==> src/rtl/seg7_pkg.sv <==
// Shared types and segment pattern constants for the seven-segment readback decoder.
package seg7_pkg;

  typedef enum logic [2:0] {IDLE, SETTLE, LOCKED, BLANKED, ERROR} seg_state_t;

  typedef logic signed [2:0] alu_val_t;

  localparam logic [7:0] NUM_N4 = 8'hE6;
  localparam logic [7:0] NUM_N3 = 8'hCF;
  localparam logic [7:0] NUM_N2 = 8'hDB;
  localparam logic [7:0] NUM_N1 = 8'h86;
  localparam logic [7:0] NUM_0  = 8'h3F;
  localparam logic [7:0] NUM_1  = 8'h06;
  localparam logic [7:0] NUM_2  = 8'h5B;
  localparam logic [7:0] NUM_3  = 8'h4F;
  localparam logic [7:0] CLEAN  = 8'h00;

endpackage

==> src/rtl/seg7_pattern_lut.sv <==
// Combinational lookup from a seven-segment bus pattern to a signed digit value.
module seg7_pattern_lut
  import seg7_pkg::*;
(
  input  logic [7:0] pattern,
  output alu_val_t   value,
  output logic       is_digit,
  output logic       is_clean
);

  always_comb begin
    value    = 3'sd0;
    is_digit = 1'b1;
    is_clean = 1'b0;
    case (pattern)
      NUM_N4:  value = -3'sd4;
      NUM_N3:  value = -3'sd3;
      NUM_N2:  value = -3'sd2;
      NUM_N1:  value = -3'sd1;
      NUM_0:   value = 3'sd0;
      NUM_1:   value = 3'sd1;
      NUM_2:   value = 3'sd2;
      NUM_3:   value = 3'sd3;
      CLEAN: begin
        is_digit = 1'b0;
        is_clean = 1'b1;
      end
      default: is_digit = 1'b0;
    endcase
  end

endmodule

==> src/rtl/seg7_readback_decoder.sv <==
// Samples the seven-segment bus and overflow lamp, locks onto stable patterns and decodes them.
// Optional error counter enabled by defining SEG_ERR_COUNT_EN.
module seg7_readback_decoder
  import seg7_pkg::*;
#(
  parameter int STABLE_CYCLES = 3,
  parameter int ERR_W         = 4
) (
  input  logic             clk_2,
  input  logic             reset_n,
  input  logic             sample_en,
  input  logic [7:0]       seg_in,
  input  logic             ovf_in,
  output logic [2:0]       value_out,
  output logic             value_valid,
  output logic             blank,
  output logic             invalid,
  output logic             ovf_flag,
  output logic [ERR_W-1:0] err_count
);

  localparam logic [3:0] STABLE_MAX = 4'(STABLE_CYCLES);

  seg_state_t state;
  seg_state_t next_state;
  logic [7:0] candidate;
  logic [3:0] count;
  logic [3:0] next_count;
  logic       same;
  alu_val_t   lut_value;
  logic       lut_digit;
  logic       lut_clean;

  // The new candidate always equals seg_in, so classification looks at the bus directly.
  seg7_pattern_lut u_lut (
    .pattern  (seg_in),
    .value    (lut_value),
    .is_digit (lut_digit),
    .is_clean (lut_clean)
  );

  always_comb begin
    same       = (seg_in == candidate);
    next_count = 4'd1;
    if (state != IDLE && same) begin
      next_count = (count >= STABLE_MAX) ? STABLE_MAX : 4'(count + 4'd1);
    end
    next_state = SETTLE;
    if (next_count == STABLE_MAX) begin
      if (lut_digit)      next_state = LOCKED;
      else if (lut_clean) next_state = BLANKED;
      else                next_state = ERROR;
    end
  end

  always_ff @(posedge clk_2 or negedge reset_n) begin
    if (!reset_n) begin
      state       <= IDLE;
      candidate   <= CLEAN;
      count       <= 4'd0;
      value_out   <= 3'd0;
      value_valid <= 1'b0;
      blank       <= 1'b0;
      invalid     <= 1'b0;
      ovf_flag    <= 1'b0;
    end else if (sample_en) begin
      state       <= next_state;
      candidate   <= seg_in;
      count       <= next_count;
      value_valid <= (next_state == LOCKED);
      blank       <= (next_state == BLANKED);
      invalid     <= (next_state == ERROR);
      ovf_flag    <= (next_state == LOCKED) && ovf_in;
      if (next_state == LOCKED) begin
        value_out <= lut_value;
      end
    end
  end

`ifdef SEG_ERR_COUNT_EN
  logic err_entry;

  // A fresh entry is either arriving from another state or relocking on a different illegal pattern.
  assign err_entry = sample_en && (next_state == ERROR) && ((state != ERROR) || !same);

  always_ff @(posedge clk_2 or negedge reset_n) begin
    if (!reset_n) begin
      err_count <= '0;
    end else if (err_entry && (err_count != '1)) begin
      err_count <= err_count + 1'b1;
    end
  end
`else
  assign err_count = '0;
`endif

endmodule

==> config.mk <==
export PLATFORM = sky130hd
export DESIGN_NAME = seg7_readback_decoder
export DESIGN_NICKNAME = d
export VERILOG_FILES = /design/src/rtl/seg7_pkg.sv /design/src/rtl/seg7_pattern_lut.sv /design/src/rtl/seg7_readback_decoder.sv
export SDC_FILE = /design/constraint.sdc
export NUM_CORES = 1
export LEC_CHECK = 0
export BUFFER_PORTS_ARGS = -buffer_cell sky130_fd_sc_hd__buf_2
export CAP_MARGIN = 10
export CORE_UTILIZATION = 32
export DETAILED_ROUTE_END_ITERATION = 6
export GPL_TIMING_DRIVEN = 0
export PLACE_DENSITY = 0.48
export SLEW_MARGIN = 5
export SYNTH_ARGS = -nofsm -noshare
export SYNTH_HDL_FRONTEND = slang
export SYNTH_SLANG_ARGS = --single-unit
==> constraint.sdc <==
create_clock -name clk_2 -period 3 [get_ports clk_2]
set_input_delay 0.15 -clock clk_2 [delete_from_list [all_inputs] [get_ports clk_2]]
set_output_delay 0.15 -clock clk_2 [all_outputs]
set_load 0.02 [all_outputs]
==> key figures, run 1 <==
Status
  – Status: finished, final reports clean

Yosys
  – Synth warn: 0
  – Post-Syn Area: around 1300 um^2
  – Mapped Avg Cell Area: roughly 11 um^2
  – Synth Register Bits: 22
  – Unique masters post-synth: 42
  – Mapped Cells: 118
  – Seq/Total Area, Yosys: 42.5%

Route
  – # DRC: 0
  – Routed vias: slightly above 900
  – 1st-pass router iterations: 4
  – Post-Route M1 WL: 1150 um
  – DR vias/cell: between 4 and 5
  – Iter 0 DRT Violations: 23
  – Routed WL: 2350 um
  – Wirelength per Cell: roughly 12 um
  – Routed Antenna Nets: 0
  – Top routing layer used: met4
  – Met2 wire length: 1060 um
  – Met3 Wirelength: between 100 and 150 um

STA
  – Final setup margin: about 1.1 ns
  – Fin crit period: approximately 1.9 ns
  – RSZ-0062 raised after global routing: no
  – Slew Viols, Final: 0
  – Tcrit/Tclk final: ~60%
  – Final Hold Viols: 0
  – Endpoints failing setup: 0
  – Layout Skew: approximately 0.0014 ns
  – Setup TNS: 0 ns
  – Fmax: around 540 MHz

Finish
  – Non-Filler Instances: 190
  – Net count reported at finish: 156
  – Area grow syn2layout: 16.7%
  – Antenna Cells: 0
  – Commonest non-fill, non-tap cell in the layout: dfrtp_1
  – Finished Core Util: 40.1%
  – Most frequent cells in the layout: dfrtp_1, buf_2, mux2_2, xor2_1, nor2_1
  – Layout cells sized above 1: between 30% and 40%

GRT
  – Largest net degree at the start of global routing: 23
  – GRT Total Usage: approximately 13%
  – Grt ovf: 0
  – First-pass GRT wire length: around 4100 um
  – Vias in the first global route: 856
  – Initial antenna violation count: 0

CTS
  – Bufs on Longest Clock Path: 2
  – Clock sink count: 22
  – Resized Gates After CTS: 0
  – Worst skew pair latency: 0.26 ns
  – Root Buffer: clkbuf_8
  – Cts bufs inserted: 3
  – Reg clk slew, reported paths: 0.08 ns
  – CTS tree: done
  – Depth of the CTS H-tree: 1

Critical path
  – R2r startpoint: candidate[6]
  – R2r worst-path depth: 5
  – Critical path's slowest cell: nor4_2
  – Bufs and invs on worst path: 0
  – Reg-to-reg critical path endpoint: value_out[0]
  – Worst setup path class: register to register
  – CP max stage delay: 0.45 ns
  – CP Capture Type: register
  – Max FO, Critical Path: 4
  – CP top delay family: simple AND/OR/NAND/NOR gates
  – CP cell instances: xor2_1, nor4_2, nand4_1, a21oi_4, mux2_4
  – Critical Path AT: 2.00 ns
  – FF-to-FF setup slack: around 1.1 ns
  – CP required: 3.15 ns
  – CP Launch Type: register

Power
  – Peak supply drop: approximately 0.29 mV
  – Pwr Density: between 400 and 500 nW/um^2
  – Pleak: ~0.67 nW
  – Sw Share: approximately 24%
  – Flop pwr share: 51.3%
  – Int Pwr: 0.465 mW
  – Switch Pwr: ~0.15 mW
  – Combinational Power Share: between 10% and 20%
  – Clock power share: 33.8%

Placed design
  – PortBufs: 16
  – GP Congestion: 0.783
  – Placed cells: ~190
  – Dpl ws: 1.16 ns
  – Dpl hpwl: 1800 um

Die
  – Site row count: 22
  – Die H: between 60 and 70 um
  – Core ar.: 3770 um^2
  – Starting Density: 34.4%
  – Die Area: 4310 um^2
  – Die X: approximately 66 um
  – IO Count: 23

Worst hold path
  – Hold/Removal Path Class: input pin to register
  – Min-delay src: ovf_in
  – Hold path depth: 2
  – Hold endpoint: ovf_flag

Flow run
  – Max Cap Viol: 0
-- power by group through the flow --
stage	Clock [mW]	Combinational (mW)	Sequential (mW)
2_1_floorplan	0	0.0649	0.319
3_3_place_gp	0	0.0901	0.320
3_5_place_dp	0	0.0914	0.320
4_1_cts	0.218	0.0928	0.314
5_1_grt	0.232	0.103	0.315
6_report	0.207	0.0913	0.314
-- layout make-up --
type,count,area [um^2]
Fill cell,386,2260
Multi-Input combinational cell,85,654
Sequential cell,22,551
Buffer,11,91.3
Timing Repair Buffer,17,90.1
Tap cell,48,60.1
Clock buffer,4,55.1
Inverter,3,11.3
-- cell usage after synthesis --
| cell type | count | area, um^2 |
|---|---|---|
| and4b_1 | 1 | 10.0 |
| a21boi_1 | 1 | 7.51 |
| mux2_2 | 9 | 101 |
| nor3_1 | 6 | 30.0 |
| and3_1 | 1 | 6.26 |
| nor2b_1 | 2 | 12.5 |
| nand3_1 | 2 | 10.0 |
| nand4_1 | 4 | 25.0 |
| a21oi_4 | 1 | 16.3 |
| or3_4 | 1 | 11.3 |
| nor3_2 | 1 | 10.0 |
| a32o_2 | 1 | 11.3 |
| o32ai_1 | 1 | 8.76 |
| a41oi_1 | 1 | 8.76 |
| ha_1 | 1 | 12.5 |
| mux2i_1 | 2 | 20.0 |
| and4_1 | 2 | 17.5 |
| nor4_2 | 1 | 12.5 |
| clkbuf_1 | 1 | 3.75 |
| nor4_1 | 2 | 12.5 |
| nand3b_1 | 1 | 7.51 |
| buf_2 | 1 | 5.00 |
| mux2_4 | 2 | 30.0 |
| xor2_1 | 8 | 70.1 |
| nand2_1 | 5 | 18.8 |
| nand2b_1 | 2 | 12.5 |
| and4bb_2 | 1 | 12.5 |
| buf_4 | 5 | 37.5 |
| o21ai_0 | 5 | 25.0 |
| or4_4 | 1 | 11.3 |
| buf_6 | 4 | 45.0 |
| o2bb2ai_1 | 2 | 17.5 |
| and3_2 | 1 | 7.51 |
| nand4b_1 | 1 | 8.76 |
| o22a_4 | 1 | 17.5 |
| conb_1 | 1 | 3.75 |
| a21oi_1 | 2 | 10.0 |
| nor2_1 | 7 | 26.3 |
| a22o_1 | 1 | 8.76 |
| and4b_2 | 1 | 11.3 |
| inv_1 | 3 | 11.3 |
| dfrtp_1 | 22 | 551 |
-- registers in the layout, indices dropped and copies added (netlist names) --
name / cells
candidate: 8
count: 4
value_valid: 1
state: 3
blank: 1
invalid: 1
value_out: 3
ovf_flag: 1
-- routing by layer --
metal / vias to the layer above / GRT usage (%)
met3: 2 / 3.82
met1: 424 / 18.7
met2: 22 / 18.4
li1: 467 / -
met4: 0 / 2.45
met5: - / 0
-- logic make-up after synthesis --
family	after synthesis	share of synthesized area [%]
and+or+nand+nor	43	21.1
muxes	13	11.7
DFF	22	42.5
xor gates and xnor gates	8	5.41
AOI/OAI and AO/OA	16	10.1
other	1	0.289
adders and majority gates	1	0.965
buffers and inverters	14	7.91
-- worst max path at each step --
stage                  from      endpoint  cells after the start
5_1_grt        candidate[4]  value_out[2]                      5
2_1_floorplan      count[0]  value_out[0]                      6
6_report       candidate[6]  value_out[0]                      5
4_1_cts        candidate[6]  value_out[0]                      5
3_5_place_dp   candidate[6]  value_out[0]                      5
3_3_place_gp   candidate[6]  value_out[0]                      5
-- repair_timing --
item | CTS | global route
hold buffers | 1 | 0
hold endpoints to repair | 22 | 0
buffers inserted | 0 | 0
-- through the flow --
stage	hold slack [ns]	instance area, um^2	power, mW
floorplan	-0.146	1310	0.384
global placement	0.141	1450	0.410
detailed placement	0.150	1450	0.412
CTS	0.0980	1510	0.625
global route	0.113	1510	0.650
finish	0.103	1510	0.613
(Power assumes the default switching activity.)
==> inputs of run 2 (changes only) <==
- PLACE_DENSITY: 0.48 -> 0.49
- clock period: 3 -> 1.6 ns (I/O delays scaled with it)
==> key figures, run 2 (synthesis results as in run 1) <==
Status
  – Status: complete, but fails checks
  – Failing checks: setup timing

Placed design
  – Post-placement cell area: around 1500 um^2
  – PortBufs: 16
  – Dpl hpwl: about 1900 um
  – Placed cells: between 150 and 200
  – GP Congestion: approximately 0.78
  – Dpl ws: -0.244 ns

Finish
  – Max reg flops: 8
  – Layout cells sized above 1: ~40%
  – Antenna Cells: 0
  – Non-Filler Instances: slightly below 200
  – Area grow syn2layout: 22.1%
  – Fill count: approximately 380
  – Commonest non-fill, non-tap cell in the layout: dfrtp_1
  – Area of the multi-input gates: just under 700 um^2
  – Most frequent cells in the layout: dfrtp_1, buf_2, buf_4, mux2_2, xor2_1
  – Net count reported at finish: 160
  – Finished Cell Area: roughly 1600 um^2
  – Largest reg by FF count: candidate
  – Finished Core Util: a little over two fifths
  – Sequential Area: around 550 um^2
  – Regs by FF count: candidate: 8 flops, count: 4 flops

CTS
  – Bufs on Longest Clock Path: 2
  – Clock sink count: 22
  – Worst skew pair latency: 0.26 ns
  – Reg clk slew, reported paths: roughly 0.08 ns
  – Depth of the CTS H-tree: 1
  – CTS tree: done
  – Root Buffer: clkbuf_8
  – Cts bufs inserted: 3

Critical path
  – CP Launch Type: register
  – CP max stage delay: between 0.3 and 0.4 ns
  – Worst setup path class: register to register
  – Max FO, Critical Path: 4
  – CP cell instances: xor2_1, nor4_2, buf_4, nand4_1, a21oi_4, mux2_4
  – Critical Path AT: around 1.9 ns
  – CP Capture Type: register
  – FF-to-FF setup slack: -0.13 ns
  – Bufs and invs on worst path: 1
  – Critical path's slowest cell: dfrtp_1
  – CP top delay family: simple AND/OR/NAND/NOR gates
  – CP required: about 1.8 ns

Route
  – Iter 0 DRT Violations: 28
  – 1st-pass router iterations: 4
  – Wirelength per Cell: roughly 13 um
  – Routed Antenna Nets: 0
  – DR vias/cell: slightly above 5
  – Routed vias: 980
  – Routed WL: between 2000 and 3000 um
  – # DRC: 0

GRT
  – Met1 global-route usage: between 15 and 20%
  – Grt ovf: 0
  – M2 GR Usage: 21.4%
  – Initial antenna violation count: 0
  – Vias in the first global route: 971
  – GR peak layer: met2
  – Met3 usage: 2.78%
  – GRT Total Usage: 13.7%
  – First-pass GRT wire length: between 4000 and 5000 um
  – Largest net degree at the start of global routing: 23

Die
  – Die X: 65.6 um
  – Core ar.: 3770 um^2
  – Starting Density: 34.4%
  – Die Area: approximately 4300 um^2
  – Site row count: 22
  – Die H: 65.6 um
  – IO Count: 23

STA
  – Endpoints failing setup: 3
  – Layout Skew: between 0.003 and 0.004 ns
  – Tcrit/Tclk final: 108%
  – Fmax: roughly 580 MHz
  – Fin crit period: around 1.7 ns
  – Final Hold Viols: 0
  – Slew Viols, Final: 0
  – RSZ-0062 raised after global routing: yes
  – Final setup margin: -0.133 ns

Power
  – Pleak: 0.707 nW
  – Peak supply drop: roughly 0.36 mV
  – Pwr Density: 811 nW/um^2

Worst hold path
  – Hold/Removal Path Class: input pin to register

Flow run
  – Max Cap Viol: 0
-- run 2: changes by cell type in the layout (fill, tap and decap cells not counted), sizes merged --
cell,before,now
bufinv,0,1
clkbuf,5,4
buf,26,30
-- run 2: through the flow --
| stage | hold slack, ns | setup TNS (ns) | power (mW) |
|---|---|---|---|
| 3_3_place_gp | 0.0749 | -0.698 | 0.768 |
| 4_1_cts | 0.0311 | -0.260 | 1.30 |
| 2_1_floorplan | -0.216 | -0.0960 | 0.720 |
| 3_5_place_dp | 0.0690 | -0.746 | 0.773 |
| 6_report | 0.0368 | -0.267 | 1.28 |
| 5_1_grt | 0.0251 | -0.746 | 1.35 |
-- run 2: final timing paths --
kind,from,end,cells past startpoint
max in group asynchronous,reset_n,candidate[4],2
worst min-delay path,ovf_in,ovf_flag,2
worst min register to register,invalid,invalid,1
worst max-delay path,candidate[2],value_out[2],6
worst max register to register,candidate[2],value_out[2],6
min in group asynchronous,reset_n,ovf_flag,2
-- run 2: where the power goes --
| part | switching [mW] | internal (mW) |
|---|---|---|
| registers | 0.0139 | 0.576 |
| logic | 0.0977 | 0.0805 |
| clock network | 0.181 | 0.334 |
-- run 2: area by class of cell --
class	instances	area share, %
Tap cell	48	3.79
Multi-Input combinational cell	85	42.8
Buffer	11	5.77
Inverter	3	0.711
Clock buffer	3	2.61
Clock inverter	1	1.90
Timing Repair Buffer	21	7.59
Sequential cell	22	34.8
-- run 2: worst reg2reg max path, cell delays in order (launching register included) --
cell	delay (ns)
dfrtp_1	0.39
xor2_1	0.15
nor4_2	0.26
buf_4	0.16
nand4_1	0.14
a21oi_4	0.20
mux2_4	0.31
-- run 2: timing repair --
item	CTS	global route
endpoints found under the hold margin	22	0
buffers inserted	4	1
pin swaps	4	3
gates resized for setup	3	3
setup endpoints to repair	5	7
hold buffers	1	0
cloned	0	0
-- run 2: per-layer routing --
metal  part of all wire (%)  vias up
met5                      0        -
met4                    1.9        0
met3                    4.3        4
met2                     47       19
met1                     46      483
li1                       -      474
